==> src/rtl/bcd_seven_seg_scan.sv <==
// Four-digit multiplexed seven-segment driver. It snapshots BCD digits and
// decimal points once per frame and scans them out on active-low anodes.
module bcd_seven_seg_scan #(
   parameter int PRESCALE = 4
) (
   input  logic        clk,
   input  logic        rstn,
   input  logic [15:0] digits,
   input  logic        blank_en,
   input  logic [3:0]  dp_mask,
   output logic [6:0]  seg,
   output logic        dp,
   output logic [3:0]  an,
   output logic        frame_done
);

   localparam int CW = (PRESCALE > 2) ? $clog2(PRESCALE) : 1;

   logic [CW-1:0] pcnt_q, pcnt_d;
   logic [1:0]    idx_q, idx_d;
   logic [15:0]   snap_dig_q, snap_dig_d;
   logic [3:0]    snap_dp_q, snap_dp_d;
   logic          load_pend_q, load_pend_d;
   logic          valid_q, valid_d;
   logic [6:0]    seg_q, seg_d;
   logic          dp_q, dp_d;
   logic [3:0]    an_q, an_d;
   logic          frame_done_q, frame_done_d;

   logic          tick;
   logic          frame_end;
   logic [3:0]    cur_nib;
   logic [3:0]    upper_zero;
   logic          blanked;

   function automatic logic [6:0] decode(input logic [3:0] code);
      case (code)
         4'd0:    decode = 7'h3F;
         4'd1:    decode = 7'h06;
         4'd2:    decode = 7'h5B;
         4'd3:    decode = 7'h4F;
         4'd4:    decode = 7'h66;
         4'd5:    decode = 7'h6D;
         4'd6:    decode = 7'h7D;
         4'd7:    decode = 7'h07;
         4'd8:    decode = 7'h7F;
         4'd9:    decode = 7'h6F;
         default: decode = 7'h40;
      endcase
   endfunction

   always_comb begin
      pcnt_d       = pcnt_q + CW'(1);
      idx_d        = idx_q;
      snap_dig_d   = snap_dig_q;
      snap_dp_d    = snap_dp_q;
      load_pend_d  = load_pend_q;
      valid_d      = valid_q;
      seg_d        = 7'h00;
      dp_d         = 1'b0;
      an_d         = 4'b1111;

      tick      = (pcnt_q == CW'(PRESCALE - 1));
      frame_end = tick && (idx_q == 2'd3);

      if (tick) begin
         pcnt_d = '0;
         idx_d  = idx_q + 2'd1;
      end

      // A new frame's snapshot is taken right after reset and at every frame wrap.
      if (load_pend_q || frame_end) begin
         snap_dig_d  = digits;
         snap_dp_d   = dp_mask;
         load_pend_d = 1'b0;
         valid_d     = 1'b1;
      end

      frame_done_d = frame_end;

      // upper_zero[i]: snapshot digits i..3 are all zero; digit 0 is never blankable.
      upper_zero[3] = (snap_dig_q[15:12] == 4'd0);
      upper_zero[2] = upper_zero[3] && (snap_dig_q[11:8] == 4'd0);
      upper_zero[1] = upper_zero[2] && (snap_dig_q[7:4] == 4'd0);
      upper_zero[0] = 1'b0;

      cur_nib = snap_dig_q[{idx_q, 2'b00} +: 4];
      blanked = blank_en && upper_zero[idx_q] && !snap_dp_q[idx_q];

      if (valid_q && !blanked) begin
         an_d  = ~(4'b0001 << idx_q);
         seg_d = decode(cur_nib);
         dp_d  = snap_dp_q[idx_q];
      end
   end

   always_ff @(posedge clk or negedge rstn) begin
      if (!rstn) begin
         pcnt_q       <= '0;
         idx_q        <= 2'd0;
         snap_dig_q   <= 16'h0000;
         snap_dp_q    <= 4'h0;
         load_pend_q  <= 1'b1;
         valid_q      <= 1'b0;
         seg_q        <= 7'h00;
         dp_q         <= 1'b0;
         an_q         <= 4'b1111;
         frame_done_q <= 1'b0;
      end else begin
         pcnt_q       <= pcnt_d;
         idx_q        <= idx_d;
         snap_dig_q   <= snap_dig_d;
         snap_dp_q    <= snap_dp_d;
         load_pend_q  <= load_pend_d;
         valid_q      <= valid_d;
         seg_q        <= seg_d;
         dp_q         <= dp_d;
         an_q         <= an_d;
         frame_done_q <= frame_done_d;
      end
   end

   assign seg        = seg_q;
   assign dp         = dp_q;
   assign an         = an_q;
   assign frame_done = frame_done_q;

endmodule
==> config.mk <==
export PLATFORM = sky130hd
export DESIGN_NAME = bcd_seven_seg_scan
export DESIGN_NICKNAME = d
export VERILOG_FILES = /design/src/rtl/bcd_seven_seg_scan.sv
export SDC_FILE = /design/constraint.sdc
export NUM_CORES = 1
export LEC_CHECK = 0
export CAP_MARGIN = 40
export CORE_MARGIN = 1
export CORE_UTILIZATION = 54
export CTS_CLUSTER_DIAMETER = 30
export DETAILED_ROUTE_END_ITERATION = 12
export HOLD_SLACK_MARGIN = 0.08
export PLACE_DENSITY = 0.86
export SLEW_MARGIN = 10
export SYNTH_ARGS = -nofsm -noshare
export SYNTH_HDL_FRONTEND = slang
export SYNTH_SLANG_ARGS = --single-unit
==> constraint.sdc <==
create_clock -name clk -period 4 [get_ports clk]
set_input_delay 0.6 -clock clk [delete_from_list [all_inputs] [get_ports clk]]
set_output_delay 0.6 -clock clk [all_outputs]
set_load 0.05 [all_outputs]
# Word level (Yosys, flattened, before mapping)
# Memories as Yosys holds them, arrays and structs flattened.
# Index checks and enable logic that the tools add are counted.
op_classes:
  n_addsub: 2
  magnitude_cmp: 1
  n_eq_ne: 2
  n_shift: 2
  n_mux: 8
  bitwise_logic: 1
  reduce_logical: 12
ops:
  columns: ["cell", "count"]
  rows:
  - ["16-bit by 5-bit variable part select with 4-bit output", 1]
  - ["4-bit zero test", 3]
  - ["7-bit 2-to-1 mux", 1]
  - ["1-bit logical AND", 6]
  - ["2-bit by 1-bit adder with 2-bit output (second input constant)", 2]
  - ["1-bit binary-select mux with 2-bit select", 2]
  - ["2-bit equality test (second input constant)", 2]
  - ["4-bit 2-to-1 mux", 1]
  - ["4-bit NOT", 1]
  - ["1-bit by 2-bit << shifter with 4-bit output (first input constant)", 1]
  - ["2-bit by 3-bit < comparator with 1-bit output (second input constant)", 1]
  - ["1-bit 2-to-1 mux", 3]
  - ["1-bit zero test", 2]
  - ["2-bit 2-to-1 mux", 1]
  - ["1-bit logical OR", 1]
totals:
  register_bits: 39
  romBits: 112
  inputBits: 23
  out_inout_bits: 13
  elab_cells: 39
  memories: 1
mem_list:
  columns: ["name", "words", "word_bits", "read_ports", "rd_clocked_by_memory_dff", "wr", "line_no", "source"]
  rows:
  - ["(name not given)", 16, 7, 1, 0, 0, "37", "case (code)"]

# Logic depth before layout (Yosys ltp)
logic_depth:
  depth_word: 10
  depth_mapped: 7
  depth_no_buf: 6

# Worst setup path before layout
# OpenSTA, ideal clock, no wires.
synth_path:
  path_type: "reg2reg"
  startpoint: "reg idx_q[0]"
  endpoint: "reg seg_q[5], in the netlist seg[5]"
  setup_time_ps: 69
  arrival_time_ps: 1767
  t_required_ps: 3931
  setup_slack_ps: 2164
  stages_incl_launch_ff: 8
  path_buffers: 1
  synth_period_minus_slack_ps: 1836
  path_cell_list: "dfrtp_1 -> buf_6 -> mux4_1 -> inv_1 -> ha_1 -> nor2_1 -> o32a_1 -> nor2_2"
synth_between:
  elab_chain_len: 7
  word_cells_on_any_way: 12
  classes_between: "shift: 1; mux: 5; reduce/logical: 5; memory: 1"
synth_lines:
  columns: ["item", "line_no", "source"]
  rows:
  - ["from (decl)", "20", "logic [1:0] idx_q, idx_d;"]
  - ["from (signal assigned)", "111", "idx_q <= idx_d;"]
  - ["parallel branches: the longest is 6 deep, another holds memory 16 x 7 bit", null, null]
  - ["7-bit 2-to-1 mux (*)", "90", "if (valid_q && !blanked) begin"]
  - ["net seg_d[5]", "25", "logic [6:0] seg_q, seg_d;"]
  - ["to (signal assigned)", "116", "seg_q <= seg_d;"]
  - ["to (decl)", "25", null]
# Mark *: on every way through the listed nets, which the timed path passes. The select of a mux whose other input is x is not followed.
# A chain may end at the register's enable or synchronous reset.

# Worst setup path in the final report
layout_path:
  startpoint: "reg an_q[2], in the netlist an[2]"
  endpoint: "out an[2]"
layout_rtl:
  columns: ["item", "line_no", "source"]
  rows:
  - ["from (decl)", "27", "logic [3:0] an_q, an_d;"]
  - ["from (signal assigned)", "118", "an_q <= an_d;"]
  - ["to (decl)", "13", "output logic [3:0] an,"]
# No word-level cell between the ends.

==> metrics list <==
- Area of the core region: ~3100 um^2
* Final critical path time including I/O delays and setup: roughly 2.3 ns
* Number of I/O pins: 36
* Drt drc: 0
* Total global routing track utilization: 0.2101
* Starting density of the core: 0.5736
* Residual overflow from global routing: 0
- Sequential-to-total area share from yosys stat: 0.5563
* Buffer levels on the longest clock path: 2
- The synthesized-area fraction occupied by ao, oa, aoi and oai cells came to 0.05670.
- Detail-routed via count per cell: 5.365
- Dividing the detail-routed wire length by the instance count gives around 15 um.
- Startpoint kind of the worst setup timing path: flip-flop
- Of the cells placed in the final design, the portion with a size suffix greater than 1 is 0.2515.
* Post-CTS Setup Repair Bufs: 0
- For met2 alone, demand over resource in global routing was 0.3628.
- Share of the clock period used by the worst path: 0.5652
- Clock skew on the completed layout was measured at 0.009272 ns.
- Clock network latency to the later pin of the worst-skew pair: 0.34 ns
- Counting flops with an async set or reset pin after synthesis yields a share of 1.000.
- Initial antenna violation count: 0
- Final #Nets: ~200
- For the worst setup path, the data arrival time is around 1.7 ns.
- Endpoint class of the critical path: output pin
- After clock tree synthesis, the clock-pin slew on the worst setup and hold paths is 0.12 ns.
- Transition time at the pin with the least slew margin: 0.8109 ns
- Buffering stage count on the worst path with inverters included: 1
- Power per cell area: about 340 nW/um^2
* Vias in the first global route: 1170
- Of the total synthesized cell area, the portion taken by full adders, half adders and majority gates is 0.07087.
* Warnings, synthesis: 0
* Slew margin rel.: 0.4594
- The worst-case IR drop observed on VDD is ~0.24 mV.
* Global route hottest layer: met2
- Clock Sinks: 39
* Worst hold-check path type: in2async
* Tightest hold margin: about 0.34 ns
- Die width: around 59 um
- Total power after layout: 0.7556 mW
- Fraction of met1 tracks used by global routing: 0.2382
* Final count of pins violating max slew: 0
- Number of synthesized register bits: 39
- Number of buffer cells added on primary ports: 35
- Reg2Reg Launch Point: idx_q[0]
- Final Routed Wirelength: roughly 3100 um
- The worst setup path is of the reg2out kind.
- At the end of the flow the core is filled with cells to 0.7163.
- Static leakage power: approximately 0.93 nW
- Flop2flop setup slack: around 1.9 ns
* Placement Rows: 20
* Global-route wire length before repair: roughly 5300 um
- Post-Synth XOR/XNOR Area: 0.004961
* Cell breakdown of the critical path: clkdlybuf4s50_1
- Detailed-route via count: around 1100
- Synthesis produced a netlist whose cell count is ~130.
- The floorplan step defined a die boundary enclosing about 3500 um^2.
- The cell area that synthesis handed to floorplanning was 1765 um^2.
- TritonCTS clock tree: done
- Based on the critical path, the design can be clocked at up to approximately 440 MHz.
- Setup slack closes at about 1.7 ns.
- Maxcap violations: 0
* Number of cells traversed by the worst register-to-register path: 6
- Setup repair after global routing left no endpoint under its margin.
- Pin count of the biggest net entering global routing: 40
* H-Tree Depth: 2
* Standard cell with the maximum stage delay on the critical path: sky130_fd_sc_hd__clkdlybuf4s50_1
- Final count of negative-setup-slack endpoints: 0
- Die height: 59.18 um
* Share of synthesized area spent on multiplexers: 0.2013
- After clock tree synthesis, the repair step resized 0 gates.
* Number of stages on the worst setup path: 1
- Number of synthesized flops with an enable pin: 0
* Area Growth Syn to Fin: 24.88%
- Final weighted congestion of routability-driven global placement: approximately 0.9
* Hold bufs inserted after CTS: 0
- End point of the critical path: an[2]
- Most frequent cells in the layout: sky130_fd_sc_hd__dfrtp_1 (34), sky130_fd_sc_hd__clkdlybuf4s50_1 (34), sky130_fd_sc_hd__mux2_2 (20)
- Mean instance size in the synthesized netlist: about 14 um^2
- The first routing iteration left 33 violations.
- Fraction of the mapped netlist area in simple logic gates: 0.08221
- CP peak stage delay: roughly 0.8 ns
- Endpoint of the worst register-to-register path: seg[5]
- The root buffer cell chosen for the clock tree is sky130_fd_sc_hd__clkbuf_4.
- By area, the combinational part of the netlist is dominated by multiplexers.
- Setup crit start: an[2]
* HPWL reported at the end of detailed placement: around 2400 um
- Result of the run: complete, no violations
- In the synthesized netlist the dominant register cell turns out to be sky130_fd_sc_hd__dfrtp_1.
* Largest fanout of any net on the critical path: 1
- The number of antenna diodes in the final layout is 0.
* Number of optimization iterations in the first detailed-route pass: 5
- After routing, the total negative slack on setup checks comes to 0 ns.
- The number of different library cells used by synthesis comes to 33.
- Remaining antenna violation count after routing: 0
* Final Hold Viols: 0
* Number of buffers added by the clock tree synthesis step: 5
* Crit path required time: ~3.4 ns
- The number of nets in the synthesized netlist is 160.
- For met3 alone, demand over resource in global routing was 0.06550.
- Cell family contributing the most delay on the critical path: buffers and inverters
- Placement Setup Slack: between 1.5 and 2 ns
[stage by stage]
stage	instance area, um^2	cells
2_1_floorplan	1765	127
3_3_place_gp	2151	203
3_5_place_dp	2151	203
4_1_cts	2205	211
5_1_grt	2205	211
6_report	2205	211
[flip-flops by register name, indices dropped and copies added (netlist names)]
name	flops
an	4
snap_dig_q	16
load_pend_q	1
pcnt_q	2
idx_q	2
valid_q	1
seg	7
frame_done	1
dp	1
snap_dp_q	4
[power by group]
part / leakage [nW] / total [mW] / switching, mW / internal [mW]
Sequential: 0.453 / 0.431 / 0.0134 / 0.418
Clock: 0.0282 / 0.196 / 0.128 / 0.0679
Combinational: 0.447 / 0.129 / 0.0652 / 0.0639
Total: 0.929 / 0.756 / 0.206 / 0.549
[Yosys cell counts (all sizes together), types with 2 or more instances]
| library cell | n | share of area |
|---|---|---|
| a31oi | 2 | 0.0071 |
| nor2 | 7 | 0.016 |
| dfstp | 5 | 0.074 |
| and2 | 4 | 0.016 |
| nand2 | 7 | 0.015 |
| dfrtp | 34 | 0.48 |
| nor3 | 2 | 0.0057 |
| mux2 | 20 | 0.13 |
| ha | 10 | 0.071 |
| inv | 6 | 0.013 |
| a21oi | 2 | 0.0057 |
| nor4 | 2 | 0.0071 |
| mux4 | 5 | 0.068 |
| clkbuf | 3 | 0.0064 |
| nand2b | 4 | 0.014 |
[metal layers]
| layer | vias to the layer above | routed length, um |
|---|---|---|
| met1 | 557 | 1299 |
| met4 | 0 | 72 |
| met2 | 42 | 1661 |
| met3 | 10 | 115 |
| met5 | - | 0 |
| li1 | 523 | - |
[final cells by class]
type / instances / area, um^2
tap: 44 / 55.05
sequential: 39 / 982.2
fill: 211 / 873.3
clock inverter: 2 / 12.51
inverter: 6 / 22.52
multi-input combinational: 78 / 738.2
timing repair buffer: 36 / 352.8
clock buffer: 6 / 41.29
[cells by family after synthesis]
family                   count (synthesis)
multiplexers                            26
flip-flops                              39
XOR/XNOR                                 1
AO/OA/AOI/OAI                           12
other                                    1
buffers and inverters                   10
AND/OR/NAND/NOR                         28
adder cells (fa/ha/maj)                 10
[worst min path at each step]
stage | slack [ns] | depth (start not counted) | endpoint | from
final | 0.34 | 1 | idx_q[0] | rstn
after global routing | 0.37 | 1 | frame_done | rstn
after CTS | 0.37 | 1 | seg[1] | rstn
after detailed placement | 0.42 | 1 | pcnt_q[0] | pcnt_q[0]
after global placement | 0.41 | 1 | pcnt_q[0] | pcnt_q[0]
after floorplan | 0.30 | 0 | dp | rstn
Note: power is estimated with default switching activity, not from simulation.
